<file path="src/rtl/bus_pkg.sv">
// Shared definitions for the single-master bus multiplexer: access sizes, FSM
// states and the slave-index width helper.
package bus_pkg;

  localparam logic [1:0] SIZE_B = 2'd0;
  localparam logic [1:0] SIZE_H = 2'd1;
  localparam logic [1:0] SIZE_W = 2'd2;

  typedef enum logic [1:0] {
    StIdle  = 2'd0,
    StWait  = 2'd1,
    StAbort = 2'd2
  } bus_state_e;

  // Width of a binary slave index; never zero so a single slave still gets a 1-bit select.
  function automatic int unsigned idx_width(input int unsigned n_slaves);
    return (n_slaves <= 1) ? 1 : $clog2(n_slaves);
  endfunction

endpackage

</file>
<file path="src/rtl/bus_mux_wdog.sv">
// Stall counter for the bus multiplexer: counts un-accepted request cycles,
// saturates at TIMEOUT and flags the last cycle before an abort.
module bus_mux_wdog #(
  parameter int unsigned TIMEOUT = 16
) (
  input  logic clk_i,
  input  logic reset_n_i,
  input  logic clr_i,
  input  logic inc_i,
  output logic expire_o
);

  if (TIMEOUT == 0) begin : g_off
    assign expire_o = 1'b0;
  end else begin : g_on
    localparam int unsigned CntW = $clog2(TIMEOUT + 1);

    logic [CntW-1:0] cnt_q, cnt_d;

    always_comb begin
      cnt_d = cnt_q;
      if (clr_i) begin
        cnt_d = '0;
      end else if (inc_i && (cnt_q != CntW'(TIMEOUT))) begin
        cnt_d = cnt_q + 1'b1;
      end
    end

    always_ff @(posedge clk_i) begin
      if (!reset_n_i) begin
        cnt_q <= '0;
      end else begin
        cnt_q <= cnt_d;
      end
    end

    assign expire_o = (cnt_q == CntW'(TIMEOUT - 1));
  end

endmodule

</file>
<file path="src/rtl/bus_mux_n.sv">
// Single-master to N-slave bus multiplexer with wait-state handshake, registered
// response, unmapped-address error and slave-timeout abort.
module bus_mux_n
  import bus_pkg::*;
#(
  parameter int unsigned N_SLAVES = 4,
  parameter int unsigned SLAVE_AW = 16,
  parameter int unsigned TIMEOUT  = 16
) (
  input  logic                         clk_i,
  input  logic                         reset_n_i,
  input  logic [31:0]                  m_addr_i,
  input  logic [31:0]                  m_wdata_i,
  input  logic [1:0]                   m_size_i,
  input  logic                         m_rd_i,
  input  logic                         m_wr_i,
  output logic                         m_ready_o,
  output logic [31:0]                  m_rdata_o,
  output logic                         m_rvalid_o,
  output logic                         m_err_o,
  output logic [N_SLAVES*SLAVE_AW-1:0] s_addr_o,
  output logic [N_SLAVES*32-1:0]       s_wdata_o,
  output logic [N_SLAVES*2-1:0]        s_size_o,
  output logic [N_SLAVES-1:0]          s_rd_o,
  output logic [N_SLAVES-1:0]          s_wr_o,
  input  logic [N_SLAVES-1:0]          s_ready_i,
  input  logic [N_SLAVES*32-1:0]       s_rdata_i
);

  localparam int unsigned IdxW = idx_width(N_SLAVES);

  if (SLAVE_AW < 1 || SLAVE_AW > 31) begin : g_bad_aw
    $error("bus_mux_n: SLAVE_AW must be in 1..31");
  end
  if (N_SLAVES < 1 || N_SLAVES > 8 ||
      64'(N_SLAVES) > (64'd1 << (32 - SLAVE_AW))) begin : g_bad_n
    $error("bus_mux_n: N_SLAVES out of range for SLAVE_AW");
  end

  bus_state_e state_q, state_d;

  logic [31:0]         idx_full;
  logic                hit, req;
  logic [IdxW-1:0]     sel, sel_q;
  logic [N_SLAVES-1:0] sel_oh;
  logic                sel_ready;
  logic                rd_q, err_q, err_d, resp_q;
  logic                accept, wd_inc, wd_expire;
  logic [31:0]         sel_rdata;

  assign s_addr_o  = {N_SLAVES{m_addr_i[SLAVE_AW-1:0]}};
  assign s_wdata_o = {N_SLAVES{m_wdata_i}};
  assign s_size_o  = {N_SLAVES{m_size_i}};

  assign idx_full = m_addr_i >> SLAVE_AW;
  assign hit      = (idx_full < N_SLAVES);
  assign sel      = hit ? idx_full[IdxW-1:0] : '0;
  assign req      = m_rd_i | m_wr_i;

  always_comb begin
    sel_oh    = '0;
    sel_ready = 1'b0;
    for (int unsigned k = 0; k < N_SLAVES; k++) begin
      if (hit && (sel == IdxW'(k))) begin
        sel_oh[k] = 1'b1;
        sel_ready = s_ready_i[k];
      end
    end
  end

  always_comb begin
    state_d   = state_q;
    s_rd_o    = '0;
    s_wr_o    = '0;
    m_ready_o = 1'b0;
    accept    = 1'b0;
    err_d     = 1'b0;
    wd_inc    = 1'b0;
    unique case (state_q)
      StIdle, StWait: begin
        if (req) begin
          if (!hit) begin
            m_ready_o = 1'b1;
            accept    = 1'b1;
            err_d     = 1'b1;
            state_d   = StIdle;
          end else begin
            s_rd_o = m_rd_i ? sel_oh : '0;
            s_wr_o = m_wr_i ? sel_oh : '0;
            if (sel_ready) begin
              m_ready_o = 1'b1;
              accept    = 1'b1;
              state_d   = StIdle;
            end else if (wd_expire) begin
              state_d = StAbort;
            end else begin
              wd_inc  = 1'b1;
              state_d = StWait;
            end
          end
        end
      end
      StAbort: begin
        // Consume the stalled request; the error goes out next cycle.
        m_ready_o = 1'b1;
        accept    = 1'b1;
        err_d     = 1'b1;
        state_d   = StIdle;
      end
      default: state_d = StIdle;
    endcase
    // Nothing may be strobed or accepted while reset is held.
    if (!reset_n_i) begin
      state_d   = StIdle;
      s_rd_o    = '0;
      s_wr_o    = '0;
      m_ready_o = 1'b0;
      accept    = 1'b0;
      wd_inc    = 1'b0;
    end
  end

  always_ff @(posedge clk_i) begin
    if (!reset_n_i) begin
      state_q <= StIdle;
      sel_q   <= '0;
      rd_q    <= 1'b0;
      err_q   <= 1'b0;
      resp_q  <= 1'b0;
    end else begin
      state_q <= state_d;
      resp_q  <= accept;
      if (accept) begin
        sel_q <= sel;
        rd_q  <= m_rd_i;
        err_q <= err_d;
      end
    end
  end

  bus_mux_wdog #(
    .TIMEOUT(TIMEOUT)
  ) u_wdog (
    .clk_i    (clk_i),
    .reset_n_i(reset_n_i),
    .clr_i    (accept),
    .inc_i    (wd_inc),
    .expire_o (wd_expire)
  );

  always_comb begin
    sel_rdata = '0;
    for (int unsigned k = 0; k < N_SLAVES; k++) begin
      if (sel_q == IdxW'(k)) begin
        sel_rdata = s_rdata_i[32*k +: 32];
      end
    end
  end

  assign m_rvalid_o = resp_q & rd_q;
  assign m_err_o    = resp_q & err_q;
  assign m_rdata_o  = (resp_q && !err_q) ? sel_rdata : '0;

endmodule
</file>
<file path="config.mk">
export PLATFORM = sky130hd
export DESIGN_NAME = bus_mux_n
export DESIGN_NICKNAME = d
export VERILOG_FILES = /design/src/rtl/bus_pkg.sv /design/src/rtl/bus_mux_wdog.sv /design/src/rtl/bus_mux_n.sv
export SDC_FILE = /design/constraint.sdc
export NUM_CORES = 1
export LEC_CHECK = 0
export ABC_AREA = 1
export BUFFER_PORTS_ARGS = -buffer_cell sky130_fd_sc_hd__buf_2
export CORE_AREA = 2 2 172 174
export CTS_CLUSTER_DIAMETER = 120
export CTS_CLUSTER_SIZE = 24
export DETAILED_ROUTE_END_ITERATION = 10
export DIE_AREA = 0 0 174 176
export PLACE_DENSITY = 0.39
export SLEW_MARGIN = 15
export SYNTH_ARGS = -nofsm -noshare
export SYNTH_HDL_FRONTEND = slang
export SYNTH_HIERARCHICAL = 1
export SYNTH_SLANG_ARGS = --single-unit
</file>
<file path="constraint.sdc">
create_clock -name clk_i -period 3.95 [get_ports clk_i]
set_clock_uncertainty 0.2 [all_clocks]
set_input_delay 0.1975 -clock clk_i [delete_from_list [all_inputs] [get_ports clk_i]]
set_output_delay 0.1975 -clock clk_i [all_outputs]
set_load 0.02 [all_outputs]
</file>
# After elaboration in Yosys (flattened, before gate mapping)
# Index checks and enable logic that the tools add are counted.
[word_totals]
regBits = 12
latchBits = 0
ramBits = 0
romBits = 0
input_bits = 202
out_inout_bits = 243
wordCells = 76
memories = 0
[op_classes]
n_addsub = 1
mul = 0
n_div = 0
n_lt_le_gt_ge = 1
eq_ne = 10
shifts = 0
muxes = 41
bitwise_logic = 4
n_reduce_logical = 13
[ops]
columns = ["cell", "count"]
rows = [
  ["32-bit 2-to-1 mux", 5],
  ["4-bit 2-to-1 mux", 10],
  ["1-bit 2-to-1 mux", 20],
  ["16-bit by 3-bit < comparator with 1-bit output (second input constant)", 1],
  ["2-bit equality test (second input constant)", 5],
  ["2-bit 2-to-1 mux", 4],
  ["2-bit by 1-bit equality test with 1-bit output (second input constant)", 3],
  ["1-bit logical AND", 6],
  ["2-bit zero test", 3],
  ["5-bit by 1-bit adder with 5-bit output (second input constant)", 1],
  ["5-bit by 4-bit equality test with 1-bit output (second input constant)", 1],
  ["5-bit inequality test (second input constant)", 1],
  ["1-bit case mux with 2 select lines", 2],
  ["2-bit OR reduction", 2],
  ["1-bit bitwise AND", 2],
  ["2-bit AND reduction", 1],
  ["1-bit zero test", 1],
  ["1-bit NOT", 1],
  ["1-bit bitwise OR", 1],
]

# Logic depth before layout (Yosys ltp)
[depth]
depth_word = 14
ltp_mapped = 17
mapped_depth_nobuf = 17

# By module
# Netlist, hierarchy kept.
[by_module_without_submodules]
columns = ["mod", "instances", "cells_each", "area_each_um2", "seq_area_each_um2"]
rows = [
  ["bus_mux_n", 1, 485, 3011.6, 140.1],
  ["bus_mux_wdog", 1, 44, 299.0, 100.1],
]

# Worst setup path after synthesis
# OpenSTA, ideal clock, no wires.
[synth_path]
kind = "input to register"
from = "in m_addr_i[19]"
to = "reg u_wdog.g_on.cnt_q[3]"
setup_time_ps = 113
arrival_ps = 1800
required_time_ps = 3637
path_slack_ps = 1837
stages = 15
n_path_buf = 1
path_cell_list = "or2_4 > nor2_4 > nand2_4 > nor2_4 > nand2_1 > nand2_1 > nand2_2 > or3_1 > nor2_1 > buf_6 > nand2_1 > nor2_1 > nand2_1 > nand2_1 > nor2_1"
[synth_via]
elab_chain_len = 14
word_cells_on_any_way = 26
classes_between = "order compare (1); eq/ne (3); mux (15); reduce/logical (7)"
[synth_rtl]
columns = ["element", "line_no", "text"]
rows = [
  ["from (decl)", "bus_mux_n.sv:12", "input logic [31:0] m_addr_i,"],
  ["16-bit by 3-bit < comparator with 1-bit output (*)", "bus_mux_n.sv:56", "assign hit = (idx_full < N_SLAVES);"],
  ["2-bit 2-to-1 mux", "bus_mux_n.sv:57", "assign sel = hit ? idx_full[IdxW-1:0] : '0;"],
  ["2-bit zero test", "bus_mux_n.sv:64", "if (hit && (sel == IdxW'(k))) begin"],
  ["1-bit logical AND", "bus_mux_n.sv:64", ""],
  ["1-bit 2-to-1 mux (4 in series)", "bus_mux_n.sv:64", ""],
  ["1-bit 2-to-1 mux", "bus_mux_n.sv:90", "if (sel_ready) begin"],
  ["1-bit 2-to-1 mux (*)", "bus_mux_n.sv:82", "if (!hit) begin"],
  ["1-bit 2-to-1 mux (*)", "bus_mux_n.sv:81", "if (req) begin"],
  ["1-bit 2-to-1 mux (*)", "bus_mux_n.sv:79", "unique case (state_q)"],
  ["1-bit 2-to-1 mux (*)", "bus_mux_n.sv:113", "if (!reset_n_i) begin"],
  ["via wd_inc", "bus_mux_n.sv:48", "logic accept, wd_inc, wd_expire;"],
  ["1-bit logical AND (*)", "bus_mux_wdog.sv:24", "end else if (inc_i && (cnt_q != CntW'(TIMEOUT))) begin"],
  ["to (signal assigned)", "bus_mux_wdog.sv:33", "cnt_q <= cnt_d;"],
  ["to (decl)", "bus_mux_wdog.sv:18", "logic [CntW-1:0] cnt_q, cnt_d;"],
]
# The timed path passes the listed nets; every way through them passes the cells marked *.
# A chain may end at the register's enable or synchronous reset.

# Worst setup path after layout
[layout_path]
from = "reg sel_q[1]"
to = "out m_rdata_o[21]"
[layout_via]
elab_chain_len = 6
word_cells_on_any_way = 9
classes_between = "eq/ne (3); mux (5); reduce/logical (1)"
[layout_rtl]
columns = ["element", "line_no", "text"]
rows = [
  ["from (decl)", "bus_mux_n.sv:44", "logic [IdxW-1:0] sel, sel_q;"],
  ["from (signal assigned)", "bus_mux_n.sv:134", "sel_q <= sel;"],
  ["2-bit zero test", "bus_mux_n.sv:154", "if (sel_q == IdxW'(k)) begin"],
  ["32-bit 2-to-1 mux (3 in series)", "bus_mux_n.sv:154", ""],
  ["32-bit 2-to-1 mux (*)", "bus_mux_n.sv:154", ""],
  ["32-bit 2-to-1 mux (*)", "bus_mux_n.sv:162", "assign m_rdata_o = (resp_q && !err_q) ? sel_rdata : '0;"],
  ["to (decl)", "bus_mux_n.sv:18", "output logic [31:0] m_rdata_o,"],
]
# Mark *: on every way between the ends. The rest lies on a longest branch, timed or not.

==> qor.yml <==
status: "finished clean"
die_area_um2: 30620
grt_max_degree: 37
intPower_mw: 0.3651
fp.dieW_um: 174
regArea_um2: 241.5
path_cells: "inv_2 -> nor2_1 -> inv_2 -> nor2_1 -> o21ai_1 -> o21ai_1 -> nor2_1 -> buf_2"
whs_endpoint: "rd_q"
reg2reg_depth: 9
ant_nets: 0
area_delta_synth_final_pct: 0.2267
holdPathStages: 3
cts_buffers: 3
overflow: 0
pwr-share-clk_pct: 40.0
min_path_type: "in2reg"
critPathArrivalTime_ns: 2.44
p_seq_share_pct: 24.2
port_buffers: 194
num-fill-cells: 3419
final.setup.worst_slack_ns: 1.113
initial_core_util_pct: 11.60
p_per_area_nw_per_um2: 155.4
worstPathRequired_ns: 3.55
combPwrFrac_pct: 35.7
drive_gt1_share_pct: 44.94
insertion_delay_ns: 0.24
rsz0062_at_grt: "no"
cts-root-buf: "clkbuf_16"
syn_area_um2: 3311
antenna_found_initial: 1
ys_ff_latch: 12
synth_cell_type_count: 31
maxCapViolCount: 0
fin_area_um2: 3318
post_cts_resized: 0
p_sw_share_pct: 29.20
ios: 445
synth_nets: 734
peakVddDrop_mv: 0.1300
synthTopCellsByArea: "buf_4 45%, dfxtp_1 7.3%, nand2_1 6.8%"
rows: 62
worstMarginPinSlew_ns: 0.7069
cp-end-kind: "output port"
critical_path_class: "reg2out"
drc: 0
first_iter_violations: 155
drtPass1Iterations: 4
core_area_um2: 28550
critical_path.slowest_cell: "dfxtp_1"
track_usage_pct: 8.865
synthCells: 529
cts_tree: "built"
synth.top_cell.area_share_pct: 45.35
reg2reg_from: "state_q[1]"
max_freq_mhz: 352.5
cts.path.max_buffers: 2
place_ws_ns: 1.225
slew_headroom_pct: 52.82
hold_viol_final: 0
yosysWarnings: 6
synth.yosys.seq_area_share_pct: 7.256
gp_congestion: 0.7426
cts_sinks: 12
grt_pass1_wl_um: 20270
wl_per_cell_um: 15.90
crit_path_max_fanout: 19
first_global_vias: 3163
p_switching_mw: 0.1506
critPathMaxStageDelay_ns: 0.74
r2r_slack_ns: 1.88
min-delay-start: "m_rd_i"
clk_pin_slew_ns: 0.04
postCtsSetupBuffers: 0
viasPerCell: 3.435
setup_viol: 0
finalCritPeriodShare_pct: 71.82
nets: 720
avgSynthCellArea_um2: 6.258
synth_largest_area_cell: "buf_4"
start_kind: "register"
slew_viol_final: 0
cpMostUsedCell: "nor2_1"
setup_tns_ns: 0
hold_buffers: 0
dp_hpwl_um: 11930
multiInputGateArea_um2: 1339
chipHeight_um: 176
place_area_um2: 3227
wl_um: 14300
rr_endpoint: "u_wdog/g_on.cnt_q[3]"
leakagePower_nw: 1.711
num_vias: 3088
h-tree-depth: 1
layout_min_cycle_time_ns: 2.837
==> state kept, by name, summed over array words and instances (netlist names) <==
signal,count
err_q,1
sel_q,2
rd_q,1
u_wdog/g_on.cnt_q,5
resp_q,1
state_q,2
==> Yosys cell counts <==
cell	count
inv_2	9
o21ai_0	23
o22ai_1	4
a21oi_1	17
nand2_1	60
nand4_1	1
and3_1	1
nor2_1	48
a221oi_1	1
buf_6	1
or2_2	4
a31oi_1	1
o211ai_1	18
o21ai_1	6
nand3_1	42
buf_4	200
nand2_4	3
dfxtp_1	12
clkbuf_1	15
or2_4	1
nor2_4	3
o21a_1	2
or2_0	2
ha_1	3
inv_1	33
buf_2	2
nor2_2	2
o221ai_1	10
nand2_2	3
o2111ai_1	1
or3_1	1
==> cells by family after synthesis <==
family,share of synthesized area (%)
buf+inv,52.46
simple gates,23.55
compound gates,15.61
flops,7.256
fa+ha+maj,1.134
==> how the worst max path moves through the flow <==
stage / startpoint / end / slack, ns / cells past startpoint
3_3_place_gp: sel_q[1] / m_rdata_o[29] / 1.24 / 8
5_1_grt: sel_q[1] / m_rdata_o[29] / 0.77 / 8
2_1_floorplan: m_addr_i[19] / u_wdog/g_on.cnt_q[3] / 1.84 / 15
4_1_cts: sel_q[1] / m_rdata_o[21] / 0.97 / 8
6_report: sel_q[1] / m_rdata_o[21] / 1.11 / 8
3_5_place_dp: sel_q[1] / m_rdata_o[21] / 1.22 / 8
==> power by group through the flow <==
| stage | Clock (mW) | Sequential (mW) | Combinational (mW) |
|---|---|---|---|
| finish | 0.206 | 0.125 | 0.184 |
| global route | 0.219 | 0.125 | 0.206 |
| CTS | 0.212 | 0.125 | 0.189 |
| detailed placement | 0 | 0.127 | 0.188 |
| global placement | 0 | 0.127 | 0.187 |
| floorplan | 0 | 0.127 | 0.371 |
==> cell usage in the layout (no fill, tap or decap), types with 2 or more instances in the layout <==
master / instances
inv_1: 33
nor2_4: 3
nand2_2: 4
o22ai_1: 4
nand2_1: 59
o211ai_1: 18
clkbuf_16: 3
nor2_1: 47
dfxtp_1: 11
ha_1: 3
buf_2: 194
o21ai_0: 23
or2_2: 4
inv_2: 9
nand3_1: 42
nor2_2: 3
a21oi_1: 17
nand2_4: 3
o21ai_1: 6
or2_0: 2
buf_4: 5
o221ai_1: 10
o21a_1: 2
==> per-stage QoR <==
stage / hold WS (ns) / util [%] / power [mW] / std cells
after floorplan: 0.1237 / - / 0.4980 / 529
after global placement: 0.1953 / 11.30 / 0.3139 / 894
after detailed placement: 0.1953 / 11.30 / 0.3149 / 894
after CTS: 0.02037 / 11.61 / 0.5255 / 898
after global routing: 0.02180 / 11.62 / 0.5502 / 899
final: 0.02505 / 11.62 / 0.5156 / 899
==> routing by layer <==
metal	up-vias	global-route usage (%)	share of wire [%]
li1	1484	-	-
met1	1328	10.14	38
met2	229	14.48	46
met3	47	3.962	12
met4	0	3.501	3.6
met5	-	0	0
==> critical path: cells and delay by family (launching register included) <==
family	cells	cell delay, ns
flip-flops	1	0.74
buffers and inverters	3	0.79
AO/OA/AOI/OAI	2	0.21
AND/OR/NAND/NOR	3	0.45
==> layout make-up <==
| class | count | share of cell area, % |
|---|---|---|
| diodes | 1 | 0.07541 |
| multi-input cells | 257 | 40.35 |
| inverters | 42 | 4.751 |
| well taps | 384 | 14.48 |
| flip-flops and latches | 12 | 7.278 |
| clock buffers | 4 | 2.677 |
| repair buffers | 199 | 30.39 |
No activity file was read; power rests on OpenSTA's default activity.
